[src/rtl/decode_stage.sv]
// decode_stage: registers a decoded control bundle per accepted command, with a
// load-use interlock that inserts one bubble and issue/bubble counters.
module decode_stage #(
    parameter int HAZARD_EN = 1,
    parameter int CNT_W     = 16
) (
    input  logic             clk,
    input  logic             rst_n,
    input  logic             in_valid,
    output logic             in_ready,
    input  logic [15:0]      in_cmd,
    input  logic             flush,
    output logic             out_valid,
    input  logic             out_ready,
    output logic [3:0]       s_alu,
    output logic [2:0]       wr_addr,
    output logic [2:0]       cond,
    output logic [2:0]       op2,
    output logic             reg_we,
    output logic             mem_we,
    output logic             pc_load,
    output logic             sign_ex,
    output logic             in_mux,
    output logic             adr_mux,
    output logic             ar_mux,
    output logic             br_mux,
    output logic [CNT_W-1:0] issue_cnt,
    output logic [CNT_W-1:0] bubble_cnt
);
    logic [1:0] cls;
    logic [3:0] fn;
    logic [4:0] top;
    logic [3:0] d_alu;
    logic [2:0] d_wr;
    logic       d_we, d_mwe, d_pc, d_sx, d_in, d_adr, d_ar, d_br;
    logic       stall, accept, xfer, bubble;

    assign cls = in_cmd[15:14];
    assign fn  = in_cmd[7:4];
    assign top = in_cmd[15:11];

    always_comb begin
        d_alu = (cls == 2'b11) ? ((fn == 4'b0101) ? 4'b0001 : (fn == 4'b0110) ? 4'b1100 : fn) :
                !cls[1] ? 4'b0000 :
                (top == 5'b10000) ? 4'b1100 :
                (top == 5'b10001 || top == 5'b10100 || top == 5'b10111) ? 4'b0000 : 4'b1111;
        d_wr  = (cls == 2'b00) ? in_cmd[13:11] : in_cmd[10:8];
        d_we  = (cls == 2'b11 && fn <= 4'b1100 && fn != 4'b0101) || cls == 2'b00 || in_cmd[15:12] == 4'b1000;
        d_mwe = cls == 2'b01;
        d_pc  = top == 5'b10100 || top == 5'b10111;
        d_sx  = cls != 2'b11;
        d_in  = cls == 2'b11 && fn == 4'b1100;
        d_adr = (cls == 2'b11 && fn <= 4'b1011) || cls == 2'b10;
        d_ar  = cls == 2'b11 && fn <= 4'b0110;
        d_br  = !(cls == 2'b10 && in_cmd[13]);
    end

    assign in_ready = (!out_valid || out_ready) && !stall && !flush;
    assign accept   = in_valid && in_ready;
    assign xfer     = out_valid && out_ready && !flush;
    assign bubble   = stall && !flush;

    always_ff @(posedge clk or negedge rst_n) begin
        if (!rst_n) begin
            out_valid  <= 1'b0;
            s_alu      <= 4'b1111;
            wr_addr    <= '0;
            cond       <= '0;
            op2        <= '0;
            {reg_we, mem_we, pc_load, sign_ex, in_mux, adr_mux, ar_mux} <= '0;
            br_mux     <= 1'b1;
            issue_cnt  <= '0;
            bubble_cnt <= '0;
        end else begin
            out_valid <= accept || (out_valid && !out_ready && !flush);
            if (accept) begin
                s_alu   <= d_alu;
                wr_addr <= d_wr;
                cond    <= in_cmd[10:8];
                op2     <= in_cmd[13:11];
                {reg_we, mem_we, pc_load, sign_ex, in_mux, adr_mux, ar_mux, br_mux} <=
                    {d_we, d_mwe, d_pc, d_sx, d_in, d_adr, d_ar, d_br};
            end
            issue_cnt  <= issue_cnt + CNT_W'(xfer);
            bubble_cnt <= bubble_cnt + CNT_W'(bubble);
        end
    end

    if (HAZARD_EN != 0) begin : g_haz
        logic       ld_pend;
        logic [2:0] ld_rd;
        logic       held_ld;
        // Only a cls=00 bundle has sign_ex=1 with mem_we=0 and adr_mux=0.
        assign held_ld = sign_ex && !mem_we && !adr_mux;
        assign stall   = in_valid && ld_pend &&
                         (in_cmd[10:8] == ld_rd || (cls[0] && in_cmd[13:11] == ld_rd));
        always_ff @(posedge clk or negedge rst_n) begin
            if (!rst_n) begin
                ld_pend <= 1'b0;
                ld_rd   <= '0;
            end else if (flush) begin
                ld_pend <= 1'b0;
            end else if (xfer) begin
                ld_pend <= held_ld;
                ld_rd   <= wr_addr;
            end else if (stall) begin
                ld_pend <= 1'b0;
            end
        end
    end else begin : g_nohaz
        assign stall = 1'b0;
    end
endmodule

[config.mk]
export PLATFORM = sky130hd
export DESIGN_NAME = decode_stage
export DESIGN_NICKNAME = d
export VERILOG_FILES = /design/src/rtl/decode_stage.sv
export SDC_FILE = /design/constraint.sdc
export NUM_CORES = 1
export LEC_CHECK = 0
export CAP_MARGIN = 20
export CORE_ASPECT_RATIO = 1.25
export CORE_MARGIN = 5
export CORE_UTILIZATION = 30
export CTS_BUF_LIST = sky130_fd_sc_hd__clkbuf_4
export CTS_CLUSTER_SIZE = 20
export DETAILED_ROUTE_END_ITERATION = 16
export PLACE_DENSITY = 0.6
export RECOVER_POWER = 50
export SKIP_LAST_GASP = 1
export SYNTH_ARGS = -nofsm -noshare
export SYNTH_HDL_FRONTEND = slang
export SYNTH_SLANG_ARGS = --single-unit
[constraint.sdc]
create_clock -name clk -period 6.2 [get_ports clk]
set_clock_uncertainty 0.05 [all_clocks]
set_input_delay 0.93 -clock clk [delete_from_list [all_inputs] [get_ports clk]]
set_output_delay 0.93 -clock clk [all_outputs]
set_load 0.005 [all_outputs]
==> impl_metrics.tcl, run 1 <==
set metrics [dict create \
    power_frac_comb_pct 18.8 \
    cp_slowest_cell "dlygate4sd3_1" \
    swShare_pct 25.88 \
    ir_drop_v 0.0001026 \
    period_minus_slack_ns 4.086 \
    cts_root_buffer "clkbuf_4" \
    die_area_sq_um 11310 \
    arrival_ns 3.11 \
    ios 76 \
    cts_resized 0 \
    synth.distinct_cells 39 \
    intPower_uw 704.4 \
    clk_path_buf_depth 2 \
    diodes 0 \
    maxCapViolations 1 \
    grt_pass1_vias 2132 \
    grt_max_degree 59 \
    drc_errors 0 \
    async_flop_share_pct 100.0 \
    rsz0062_at_grt "no" \
    worstHoldPathType "flop to flop" \
    worstPathBufferInverterCount 2 \
    first_pass_iters 4 \
    antenna_left 0 \
    die_height_um 117.7 \
    grt_overflow 0 \
    period_share_pct 65.90 \
    violations "capacitance limit, slew limit" \
    syn_inst 223 \
    netlist.area_leader.share_pct 47.68 \
    multi_input_area_sq_um 1254 \
    postCtsSetupBuffers 0 \
    synth_top_area_cell "dfrtp_1" \
    setup_viol 0 \
    core_area_sq_um 9125 \
    hold_ws_ns 0.4249 \
    synth_edf_count 0 \
    gp_congestion 0.7244 \
    power.leakage_nw 1.682 \
    cts_buffers 9 \
    end_kind "output pin" \
    seqPwrFrac_pct 48.5 \
    critical_path_class "input pin to output pin" \
    cts_hold_buf 0 \
    tritoncts "yes" \
    maxSlewHeadroom_pct -107.6 \
    htreeDepth 3 \
    die_w_um 96.12 \
    ys_seq_elements 58 \
    drtIter0Drc 27 \
    fmax_ghz 0.2448 \
    worstMarginPinSlew_ns 3.113 \
    clock-sinks 58 \
    critPathLaunchType "input pin" \
    dpl.hpwl_mm 4.341 \
    finalSetupTns_ns 0 \
    synth.most_common_cell "dfrtp_1" \
    grt_usage_pct 11.52 \
    syn_to_final_growth_pct 35.40 \
    worst_ep_required_time_ns 5.22 \
    yosys-top-cells-count "53 x dfrtp_1, 20 x mux2_4, 18 x xnor2_1, 18 x xor2_1, 15 x nand2_1" \
    drive_above_1_share_pct 17.05 \
    clk_latency_ns 0.39 \
    avgRoutedWirePerCell_um 13.97 \
    syn_nets 249 \
    wl_mm 5.978 \
    viasPerCell 4.463 \
    ff_latch_area_sq_um 1458 \
    vias 1910 \
    ys_warn_count 0 \
    ys.flop_type "dfrtp_1" \
    clk_pin_slew_ns 0.10 \
    syn-cell-area_sq_um 2781 \
    syn_avg_cell_area_sq_um 12.47 \
    finalHoldViolCount 0 \
    crit_chain "dlygate4sd3_1 > xor2_1 > or4_1 > or2b_1 > nor3b_1 > clkdlybuf4s50_1" \
    rows 39 \
    slew_violations 59 \
    status "finished with violations" \
    p_sw_uw 246.0 \
    io_buffers 71 \
    ys_top_cells_by_area "dfrtp_1 48%, mux2_4 11%, xnor2_1 5.7%" \
    worstPathMaxFanout 9 \
    power_density_nw_per_um2 252.4 \
    start_util_pct 30.48 \
    fillers 904 \
    yosysSeqAreaShare_pct 52.41 \
    p_clk_share_pct 32.7 \
    cp_top_family "buffers and inverters" \
    nets 326 \
    antenna_found_initial 0 \
    grt_pass1_wl_mm 10.14 \
    slowest_delay_ns 0.75 \
]
-- power by group through the flow --
| stage | logic (mW) | registers (mW) | clock network (mW) |
|---|---|---|---|
| final | 0.179 | 0.461 | 0.310 |
| after global routing | 0.197 | 0.470 | 0.348 |
| after CTS | 0.193 | 0.463 | 0.325 |
| after detailed placement | 0.192 | 0.470 | 0 |
| after global placement | 0.190 | 0.469 | 0 |
| after floorplan | 0.0803 | 0.468 | 0 |
-- metrics by stage --
step           utilization, %  std cells  instance area (sq um)  total power [mW]  worst slack [ns]
2_1_floorplan               -        223                   2781            0.5481             3.182
3_3_place_gp            39.54        412                   3608            0.6587             2.185
3_5_place_dp            39.54        412                   3608            0.6616             2.194
4_1_cts                 41.31        428                   3770            0.9807             2.175
5_1_grt                 41.27        428                   3766             1.016             2.030
6_report                41.27        428                   3766            0.9505             2.114
-- registers in the layout (all words and copies together) (netlist names), 3 cells and up --
name         flops
op2              3
cond             3
s_alu            4
wr_addr          3
issue_cnt       16
g_haz.ld_rd      3
bubble_cnt      16
-- area by class of cell --
cell class | instances | area share, %
flip-flops and latches | 58 | 38.70
multi-input cells | 152 | 33.29
clock inverters | 7 | 2.492
clock buffers | 9 | 1.794
repair buffers | 73 | 19.04
well taps | 123 | 4.086
inverters | 6 | 0.5980
-- path summary, 6_finish.rpt --
check | endpoint | cells past startpoint | slack, ns | from
max | in_ready | 6 | 2.11 | in_cmd[13]
max reg2reg | bubble_cnt[15]$_DFF_PN0_ | 9 | 3.50 | g_haz.ld_rd[2]$_DFFE_PN0P_
min in group asynchronous | issue_cnt[15]$_DFF_PN0_ | 2 | 1.61 | rst_n
min reg2reg | bubble_cnt[15]$_DFF_PN0_ | 1 | 0.42 | bubble_cnt[15]$_DFF_PN0_
min | bubble_cnt[15]$_DFF_PN0_ | 1 | 0.42 | bubble_cnt[15]$_DFF_PN0_
max in group asynchronous | op2[2]$_DFFE_PN0P_ | 2 | 2.74 | rst_n
-- layer usage --
metal | share of wire [%] | up-vias | GRT usage, % | wire length [um]
li1 | - | 930 | - | -
met1 | 42 | 925 | 13.38 | 2503
met2 | 51 | 51 | 18.96 | 3051
met3 | 6.3 | 4 | 5.051 | 374
met4 | 0.80 | 0 | 3.203 | 48
met5 | 0 | - | 0 | 0
-- cells in the final DEF, fill, tap and decap left out, types with 4 or more instances in the layout --
| cell type | n |
|---|---|
| nand3_1 | 9 |
| mux2_2 | 6 |
| xor2_1 | 18 |
| dfrtp_1 | 53 |
| mux2_4 | 20 |
| dfstp_2 | 5 |
| inv_1 | 6 |
| nor2_1 | 11 |
| clkbuf_4 | 9 |
| xnor2_1 | 18 |
| o21ai_0 | 4 |
| nand2_1 | 15 |
| ha_1 | 5 |
| clkdlybuf4s50_1 | 49 |
| dlygate4sd3_1 | 21 |
| nand4_1 | 7 |
-- cells by family (layout without fill, tap and decap cells) --
group	Yosys count	in the layout	synth area share (%)
flip-flops	58	58	52.41
XOR/XNOR	36	36	11.34
multiplexers	27	27	13.63
adder cells (fa/ha/maj)	5	5	2.249
AND/OR/NAND/NOR	70	70	14.12
AO/OA/AOI/OAI	14	14	3.509
buffers and inverters	13	95	2.744
-- worst register-to-register path: stages, from the launching register on --
cell and delay [ns]:
dfrtp_1 0.42, xor2_1 0.17, or4_1 0.55, or2b_1 0.22, nor2b_1 0.19, ha_1 0.21
and2_1 0.21, nand4_1 0.20, nor3_1 0.26, xor2_1 0.16
(Power assumes the default switching activity.)
==> run 2, diff against run 1 <==
- PLACE_DENSITY: 0.6 -> 0.62
- clock period: 6.2 -> 3.6 ns (I/O delays scaled with it)
==> run 2 against run 1 <==
The run still ends with capacitance limit, slew limit left. Non-clock buffer count rose by 5. Cell count rose by 1.2%. Clock power rose by 72%. Largest power group unchanged. Highest routed layer unchanged.
==> impl_metrics.tcl, run 2 (synthesized netlist as in run 1, its figures left out) <==
set metrics [dict create \
    ff_latch_area_sq_um 1458 \
    htreeDepth 3 \
    tritoncts "yes" \
    antenna_found_initial 0 \
    worstMarginPinSlew_ns 1.653 \
    diodes 0 \
    grt_usage_pct 11.40 \
    clk_latency_ns 0.38 \
    grt_overflow 0 \
    violations "capacitance limit, slew limit" \
    grt_pass1_wl_mm 10.14 \
    critPathLaunch "in_cmd[13]" \
    grt_max_degree 31 \
    multi_input_area_sq_um 1254 \
    critical_path_class "input pin to output pin" \
    cts_resized 0 \
    arrival_ns 2.56 \
    wl_mm 6.043 \
    grt_pass1_vias 2064 \
    layout.cells.non_filler 433 \
    syn_to_final_growth_pct 36.57 \
    cts_root_buffer "clkbuf_4" \
    die_w_um 96.12 \
    first_pass_iters 4 \
    avgRoutedWirePerCell_um 13.96 \
    drc_errors 0 \
    maxSlewHeadroom_pct -10.18 \
    start_util_pct 30.48 \
    finalHoldViolCount 0 \
    core_area_sq_um 9125 \
    ir_drop_v 0.0001674 \
    die_height_um 117.7 \
    fmax_ghz 0.3170 \
    finalSetupTns_ns 0 \
    critPathLaunchType "input pin" \
    placed_cells 417 \
    regToRegEndpoint "bubble_cnt[15]$_DFF_PN0_" \
    clk_pin_slew_ns 0.10 \
    power_density_nw_per_um2 432.4 \
    hold_ws_ns 0.4274 \
    slew_violations 31 \
    r2r_slack_ns 0.89 \
    status "finished with violations" \
    cts_buffers 9 \
    hold_depth 1 \
    drive_above_1_share_pct 17.74 \
    antenna_left 0 \
    worstPathMaxFanout 4 \
    dpl.hpwl_mm 4.564 \
    power_mw 1.642 \
    worst_r2r_path_depth 9 \
    fillers 903 \
    ios 76 \
    hp-start "issue_cnt[15]$_DFF_PN0_" \
    layout_commonest_cell "dfrtp_1" \
    maxCapViolations 1 \
    rows 39 \
    die_area_sq_um 11310 \
    rsz0062_at_grt "no" \
    period_share_pct 87.63 \
    cts_hold_buf 0 \
    vias 1943 \
    power.leakage_nw 1.703 \
    setup_viol 0 \
    period_minus_slack_ns 3.155 \
    end_kind "output pin" \
    most-common-layout-cells "53 x dfrtp_1, 49 x clkdlybuf4s50_1, 21 x dlygate4sd3_1" \
    regToRegStartpoint "g_haz.ld_rd[2]$_DFFE_PN0P_" \
    viasPerCell 4.487 \
    nets 331 \
    worst_ep_required_time_ns 3.01 \
    gp_congestion 0.7380 \
    drtIter0Drc 35 \
    holdPathEnd "issue_cnt[15]$_DFF_PN0_" \
    clk_path_buf_depth 2 \
    postCtsSetupBuffers 0 \
    reg_top3 "bubble_cnt (16), issue_cnt (16), s_alu (4)" \
    clock-sinks 58 \
    io_buffers 71 \
    worstHoldPathType "flop to flop" \
]
-- run 2: critical path: stages --
cell and delay, ns:
dlygate4sd3_1 0.58, xor2_1 0.15, or4_1 0.53, or2b_1 0.23, nor3b_1 0.07, clkdlybuf4s50_1 0.46
-- run 2: worst max-delay path by stage --
| stage | end | slack (ns) | cells past startpoint |
|---|---|---|---|
| after floorplan | bubble_cnt[15]$_DFF_PN0_ | 0.97 | 10 |
| after global placement | bubble_cnt[15]$_DFF_PN0_ | 0.37 | 10 |
| after detailed placement | bubble_cnt[15]$_DFF_PN0_ | 0.27 | 10 |
| after CTS | in_ready | 0.57 | 6 |
| after global routing | in_ready | 0.37 | 6 |
| final | in_ready | 0.45 | 6 |
-- run 2: layout make-up --
class / instances / share of cell area, %
inverters: 6 / 0.5929
clock inverters: 7 / 2.470
repair buffers: 78 / 19.73
flip-flops and latches: 58 / 38.37
multi-input cells: 152 / 33.00
well taps: 123 / 4.051
clock buffers: 9 / 1.779
-- run 2: stage by stage --
step / instance area, sq um / setup WS (ns) / utilization, %
finish: 3799 / 0.4453 / 41.63
global route: 3799 / 0.3681 / 41.63
CTS: 3807 / 0.5686 / 41.72
detailed placement: 3646 / 0.2724 / 39.96
global placement: 3646 / 0.3700 / 39.96
floorplan: 2781 / 0.9722 / -
-- run 2: layer usage --
layer / vias to the layer above / share of wire (%) / GRT usage [%]
met5: - / 0 / 0
met4: 0 / 0.88 / 4.270
met3: 5 / 5.9 / 3.197
met2: 50 / 51 / 19.14
met1: 953 / 42 / 13.51
li1: 935 / - / -
-- run 2: report_power, final --
part	switching, mW	leakage, nW	internal [mW]
clock network	0.253	0.0819	0.280
logic	0.110	0.876	0.203
registers	0.0632	0.745	0.733
